## src/rtl/pitch_mapper.sv

```systemverilog
// pitch_mapper: sonar distance -> DDS tuning word.
// Out-of-range rejection, moving-average smoothing, chromatic quantization
// over two octaves from A3, and an optional glide toward each new note.
// Build option: define PITCH_GLIDE_EN to build the glide unit; without it the
// tuning word loads each new target directly.
module pitch_mapper #(
    parameter int MIN_IN      = 2,
    parameter int MAX_IN      = 50,
    parameter int AVG_LOG2    = 2,
    parameter int BAND_LOG2   = 1,
    parameter int MUTE_CNT    = 3,
    parameter int GLIDE_DIV   = 1000,
    parameter int GLIDE_SHIFT = 4
) (
    input  logic        clk,
    input  logic        rst,
    input  logic [8:0]  distance_in,
    input  logic        valid,
    output logic [31:0] tuning_word,
    output logic [4:0]  note_idx,
    output logic        note_valid,
    output logic        mute
);

    localparam int DEPTH = 1 << AVG_LOG2;
    localparam int SUM_W = 9 + AVG_LOG2;
    localparam int CNT_W = $clog2(MUTE_CNT + 1);
    localparam logic [8:0] MIN_V = 9'(MIN_IN);
    localparam logic [8:0] MAX_V = 9'(MAX_IN);
    localparam logic [CNT_W-1:0] MUTE_C = CNT_W'(MUTE_CNT);

    // Tuning word for note k: round(220 * 2^(k/12) * 2^32 / 1e8)
    function automatic logic [31:0] note_word(input logic [4:0] k);
        case (k)
            5'd0:  note_word = 32'd9449;
            5'd1:  note_word = 32'd10011;
            5'd2:  note_word = 32'd10606;
            5'd3:  note_word = 32'd11237;
            5'd4:  note_word = 32'd11905;
            5'd5:  note_word = 32'd12613;
            5'd6:  note_word = 32'd13363;
            5'd7:  note_word = 32'd14157;
            5'd8:  note_word = 32'd14999;
            5'd9:  note_word = 32'd15891;
            5'd10: note_word = 32'd16836;
            5'd11: note_word = 32'd17837;
            5'd12: note_word = 32'd18898;
            5'd13: note_word = 32'd20022;
            5'd14: note_word = 32'd21212;
            5'd15: note_word = 32'd22473;
            5'd16: note_word = 32'd23810;
            5'd17: note_word = 32'd25226;
            5'd18: note_word = 32'd26726;
            5'd19: note_word = 32'd28315;
            5'd20: note_word = 32'd29998;
            5'd21: note_word = 32'd31782;
            5'd22: note_word = 32'd33672;
            5'd23: note_word = 32'd35674;
            default: note_word = 32'd0;
        endcase
    endfunction

    // ---- stage 0: classify and clamp ----
    logic                 in_range;
    logic [CNT_W-1:0]     oor_cnt, oor_inc;
    logic                 mute_evt;
    logic                 s0_vld;
    logic [8:0]           s0_dist;

    assign in_range = (distance_in != 9'd0) && (distance_in <= MAX_V);
    assign oor_inc  = (oor_cnt == MUTE_C) ? oor_cnt : oor_cnt + 1'b1;
    // Mute fires on every out-of-range sample once the run has reached the limit
    assign mute_evt = valid && !in_range && (oor_inc == MUTE_C);

    // Capture in-range samples (clamped) and track the out-of-range run length
    always_ff @(posedge clk or posedge rst) begin
        if (rst) begin
            oor_cnt <= '0;
            s0_vld  <= 1'b0;
            s0_dist <= '0;
        end else begin
            s0_vld  <= valid && in_range;
            s0_dist <= (distance_in < MIN_V) ? MIN_V : distance_in;
            if (valid)
                oor_cnt <= in_range ? '0 : oor_inc;
        end
    end

    // ---- stage 1: ring buffer and running sum ----
    logic [8:0]          avg_buf [DEPTH];
    logic [SUM_W-1:0]    sum;
    logic [AVG_LOG2-1:0] wr_ptr;
    logic                primed;
    logic                s1_vld;

    // First sample after (re)priming fills every slot so the average starts flat
    always_ff @(posedge clk or posedge rst) begin
        if (rst) begin
            for (int i = 0; i < DEPTH; i++) avg_buf[i] <= '0;
            sum    <= '0;
            wr_ptr <= '0;
            primed <= 1'b0;
            s1_vld <= 1'b0;
        end else begin
            s1_vld <= s0_vld;
            if (s0_vld) begin
                if (!primed) begin
                    for (int i = 0; i < DEPTH; i++) avg_buf[i] <= s0_dist;
                    sum    <= {s0_dist, {AVG_LOG2{1'b0}}};
                    primed <= 1'b1;
                end else begin
                    avg_buf[wr_ptr] <= s0_dist;
                    sum    <= sum + SUM_W'(s0_dist) - SUM_W'(avg_buf[wr_ptr]);
                    wr_ptr <= wr_ptr + 1'b1;
                end
            end
            // A mute forces the next in-range sample to re-prime
            if (mute_evt) primed <= 1'b0;
        end
    end

    // ---- stage 2: average and quantize ----
    logic [8:0] avg, band;
    logic [4:0] idx_c, s2_idx;
    logic       s2_vld;

    assign avg   = sum[SUM_W-1 -: 9];
    assign band  = (avg - MIN_V) >> BAND_LOG2;
    assign idx_c = (band > 9'd23) ? 5'd23 : band[4:0];

    // Register the quantized note index
    always_ff @(posedge clk or posedge rst) begin
        if (rst) begin
            s2_idx <= '0;
            s2_vld <= 1'b0;
        end else begin
            s2_vld <= s1_vld;
            if (s1_vld) s2_idx <= idx_c;
        end
    end

    // ---- stage 3: target and output ----
    logic [31:0] s2_word;
    assign s2_word = note_word(s2_idx);

`ifdef PITCH_GLIDE_EN
    localparam int DIV_W = $clog2(GLIDE_DIV + 1);
    localparam logic [DIV_W-1:0] DIV_LAST = DIV_W'(GLIDE_DIV - 1);

    logic [DIV_W-1:0] div_cnt;
    logic             tick;
    logic [31:0]      target_q, gap, gstep, glide_word;
    logic             up;

    assign tick = (div_cnt == DIV_LAST);

    // Free-running glide divider
    always_ff @(posedge clk or posedge rst) begin
        if (rst)       div_cnt <= '0;
        else if (tick) div_cnt <= '0;
        else           div_cnt <= div_cnt + 1'b1;
    end

    // Next glide word: a fraction of the remaining gap, at least 1, never past target
    always_comb begin
        up         = target_q > tuning_word;
        gap        = up ? target_q - tuning_word : tuning_word - target_q;
        gstep      = gap >> GLIDE_SHIFT;
        if (gstep == 32'd0) gstep = 32'd1;
        glide_word = up ? tuning_word + gstep : tuning_word - gstep;
    end
`endif

    // Output update; mute beats a new target, a new target beats a glide tick
    always_ff @(posedge clk or posedge rst) begin
        if (rst) begin
            tuning_word <= '0;
            note_idx    <= '0;
            note_valid  <= 1'b0;
            mute        <= 1'b1;
`ifdef PITCH_GLIDE_EN
            target_q    <= '0;
`endif
        end else begin
            note_valid <= s2_vld;
            if (s2_vld) begin
                note_idx <= s2_idx;
`ifdef PITCH_GLIDE_EN
                target_q <= s2_word;
`endif
            end
            if (mute_evt) begin
                mute        <= 1'b1;
                tuning_word <= '0;
            end else if (s2_vld) begin
`ifdef PITCH_GLIDE_EN
                if (mute) begin
                    mute        <= 1'b0;
                    tuning_word <= s2_word;
                end
`else
                mute        <= 1'b0;
                tuning_word <= s2_word;
`endif
            end
`ifdef PITCH_GLIDE_EN
            else if (tick && !mute && tuning_word != target_q) begin
                tuning_word <= glide_word;
            end
`endif
        end
    end

endmodule

```

## config.mk

```make
export PLATFORM = sky130hd
export DESIGN_NAME = pitch_mapper
export DESIGN_NICKNAME = d
export VERILOG_FILES = /design/src/rtl/pitch_mapper.sv
export SDC_FILE = /design/constraint.sdc
export NUM_CORES = 1
export LEC_CHECK = 0
export CAP_MARGIN = 20
export CORE_ASPECT_RATIO = 1.75
export CORE_UTILIZATION = 40
export CTS_CLUSTER_SIZE = 24
export DETAILED_ROUTE_END_ITERATION = 8
export MAX_ROUTING_LAYER = met4
export SYNTH_ARGS = -nofsm -noshare
export SYNTH_HDL_FRONTEND = slang
export SYNTH_SLANG_ARGS = --single-unit
```

## constraint.sdc

```tcl
create_clock -name clk -period 2.9 [get_ports clk]
set_input_delay 0.58 -clock clk [delete_from_list [all_inputs] [get_ports clk]]
set_output_delay 0.58 -clock clk [all_outputs]
set_load 0.1 [all_outputs]
```

==> key figures <==
Outcome
  • Status: complete, but fails checks
  • Failing checks: setup timing

STA
  • Unrepaired setup endpoints after global routing: yes
  • Max_slew headroom: between 50% and 60%
  • Min Clock Period, post-route: between 2000 and 3000 ps
  • Final worst slack: -45.66 ps
  • Maximum clock frequency: 339.5 MHz
  • Final period utilization: 101.6%
  • Post-route setup TNS: -45.66 ps
  • Setup Skew: between 9 and 10 ps
  • Endpoints failing hold: 0
  • Setup violators final: 1
  • Max Slew Vio Count: 0
  • Worst Tran Pin Value: ~700 ps

Synth
  • FFs w/ async S/R, synth: 100.0%
  • Synth warnings: 0
  • Synthesized cell area: about 5300 sq um
  • Main synth FF type: dfrtp_1
  • Post-synth EDFFs: 0
  • Synthesized flop and latch total: 92
  • Avg Cell Area, Syn: 9.675 sq um
  • Sequential area share after synthesis: ~43%
  • Synth Instances: between 500 and 600
  • Library cells used by synthesis: 63

Worst setup path
  • CP arrival: between 3000 and 4000 ps
  • Critical Path Start Type: flip-flop
  • WS Path Type: reg2reg
  • R2R setup slack: -50 ps
  • Reg2Reg Depth: 10
  • Critical-path cell list: mux4_2 -> fa_2 -> buf_6 -> fa_2 -> nor2b_4 -> o31a_1 -> nor4b_2 -> nor2_1 -> o21ai_1 -> o2111ai_1
  • Launch point of the worst reg-to-reg path: wr_ptr[0]$_DFFE_PP0P_
  • Worst setup EP type: flip-flop
  • RR Endpoint: sum[10]$_DFFE_PP0P_
  • Most used cell, CP: fa_2
  • CP required: roughly 3100 ps
  • Max stage delay cell, worst path: fa_2
  • Crit path largest cell delay: between 500 and 600 ps
  • Worst Path Max Fanout: 5

Route
  • DR WL/cell: between 15 and 20 um
  • Total Wirelength: around 12000 um
  • Residual DRC count: 0
  • Detail Route Antenna Nets: 0
  • DR vias: approximately 4000
  • Pre-antenna DRT Iters: 4
  • Vias/cell: roughly 5.2
  • Initial DRC count: 180

Cells and area
  • Fin util: 48.97%
  • Nets: around 650
  • # fillers: between 1000 and 1500
  • Commonest non-fill, non-tap cell in the layout: dfrtp_1
  • Multi-input gate area: approximately 2700 sq um
  • Final Cell Area: about 6300 sq um
  • Area delta synth->final: 19.07%
  • Antenna Cells: 0
  • Share of cells above drive strength 1: 22.55%
  • Register area: ~2300 sq um
  • Most frequent cells in the layout: 90 x dfrtp_1, 61 x nand2_1, 58 x o21ai_0, 57 x buf_4, 42 x inv_1

Global routing
  • Number of global-route vias before repair: 4184
  • Total track usage: between 15 and 20%
  • Global-route wire length before repair: between 15000 and 20000 um
  • Largest net degree at the start of global routing: 50
  • Grt ovf: 0
  • Antenna violations before repair: 0

Placement
  • Dpl hpwl: 9485 um
  • Placed Area: around 5900 sq um
  • I/O Buffers: 34
  • Pre-CTS WS: -211.2 ps
  • Final Wtd Congestion: between 0.9 and 1

Power
  • Leakage: 2.842 nW
  • Tot Pwr: approximately 6.4 mW
  • VDD IR max: 0.3605 mV
  • Power Density: roughly 1000 nW/um^2

Worst hold path
  • Min-delay src: avg_buf[32]$_DFFE_PP0P_
  • Worst Hold Depth: 2
  • Hold path endpoint: avg_buf[32]$_DFFE_PP0P_
  • Worst Hold Class: reg2reg

Clock tree
  • Worst skew pair latency: 350 ps
  • Max Root-Sink Buffers: 2
  • Clk slew on worst S/H paths: around 70 ps
  • H-tree Lvls: 3
  • Root buffer cell: clkbuf_16
  • Clk sink count: 92
  • TritonCTS clock tree: done
  • CTS buffer count: 9

Floorplanning
  • Die width: 89.19 um
  • Core region area: 12940 sq um
  • Initial Utilization: 41.13%
  • Die H: 154.6 um
  • Rows: 55
  • IO Pins: between 50 and 60
  • Die footprint: approximately 14000 sq um

Job
  • Max-Cap Viols: 0
==> worst max-delay path: cells and delay by family, from the launching register on <==
| family | cells | cell delay (ps) |
|---|---|---|
| AOI/OAI and AO/OA | 3 | 510 |
| DFF | 1 | 460 |
| buffers and inverters | 1 | 100 |
| adders and majority gates | 2 | 790 |
| muxes | 1 | 540 |
| and+or+nand+nor | 3 | 410 |
==> cell usage after synthesis, types with 3 or more instances <==
master / instances / share of area [%]
a32oi_1: 3 / 0.49
buf_2: 7 / 0.66
xor2_1: 3 / 0.49
o211ai_1: 6 / 0.85
o22ai_1: 3 / 0.35
a21oi_1: 22 / 2.1
fa_1: 9 / 3.4
o21ai_1: 4 / 0.38
nor3_1: 8 / 0.75
o21ai_0: 64 / 6.0
a222oi_1: 3 / 0.56
clkbuf_1: 20 / 1.4
nand2b_1: 6 / 0.71
ha_1: 27 / 6.3
xnor2_1: 5 / 0.82
nand3_1: 9 / 0.85
dfrtp_1: 91 / 43
nor2_1: 35 / 2.5
nor2b_1: 8 / 0.94
inv_1: 48 / 3.4
a211oi_1: 11 / 1.6
mux4_2: 9 / 3.8
a21o_1: 3 / 0.42
a2bb2oi_1: 5 / 0.82
nand2_1: 61 / 4.3
buf_4: 16 / 2.3
mux2_2: 11 / 2.3
a31oi_1: 4 / 0.47
clkbuf_8: 3 / 0.78
==> power breakdown <==
part	internal, mW	switching, mW	leakage [nW]
clock	0.690	0.507	0.137
combinational	1.45	1.91	1.55
sequential	1.54	0.264	1.15
total	3.68	2.69	2.84
==> timing repair <==
item                       CTS  global route
pin swaps                    9            16
hold buffers                 0             0
resized for setup           16            17
buffers inserted             3             2
setup endpoints to repair    7             7
hold endpoints to repair     0             0
==> layer usage <==
layer	global-route usage (%)	share of wire [%]	routed length [um]	vias up
li1	-	-	-	1964
met1	18.59	35	4298	1974
met2	36.31	58	7087	86
met3	2.721	2.6	318	32
met4	10.88	4.0	488	0
met5	-	0	0	-
==> state kept, by name (all words and copies together) (netlist names) <==
name and flops:
mute 1, oor_cnt 2, wr_ptr 2, s2_idx 5
s2_vld 1, avg_buf 36, sum 11, note_valid 1
s0_vld 1, s0_dist 9, note_idx 5, primed 1
s1_vld 1, tuning_word 16
==> final cells by class <==
type	count	share of cell area (%)
Multi-Input combinational cell	375	43.15
Sequential cell	92	36.37
Tap cell	171	3.377
Clock inverter	5	0.9676
Clock buffer	10	3.772
Timing Repair Buffer	72	9.400
Inverter	49	2.962
==> through the flow <==
step           cells  hold WS, ps
2_1_floorplan    565        348.7
3_3_place_gp     754        457.3
3_5_place_dp     754        470.3
4_1_cts          772        484.2
5_1_grt          774        512.5
6_report         774        475.6
==> worst max-delay path by stage <==
stage / start / endpoint / slack [ps]
2_1_floorplan: wr_ptr[0]$_DFFE_PP0P_ / sum[7]$_DFFE_PP0P_ / -70
3_3_place_gp: wr_ptr[0]$_DFFE_PP0P_ / sum[8]$_DFFE_PP0P_ / -120
3_5_place_dp: wr_ptr[0]$_DFFE_PP0P_ / sum[8]$_DFFE_PP0P_ / -210
4_1_cts: wr_ptr[0]$_DFFE_PP0P_ / sum[10]$_DFFE_PP0P_ / -40
5_1_grt: wr_ptr[0]$_DFFE_PP0P_ / sum[10]$_DFFE_PP0P_ / -170
6_report: wr_ptr[0]$_DFFE_PP0P_ / sum[10]$_DFFE_PP0P_ / -50
==> kinds of logic (layout without fill, tap and decap cells) <==
group,Yosys count,in the layout,synth area share (%)
AO/OA/AOI/OAI,150,150,17.63
XOR/XNOR,8,8,1.317
adder cells (fa/ha/maj),36,36,9.734
buffers and inverters,98,136,9.170
flip-flops,92,92,43.29
multiplexers,22,22,6.513
other,1,16,0.07047
AND/OR/NAND/NOR,143,143,12.27
No activity file was read; power rests on OpenSTA's default activity.
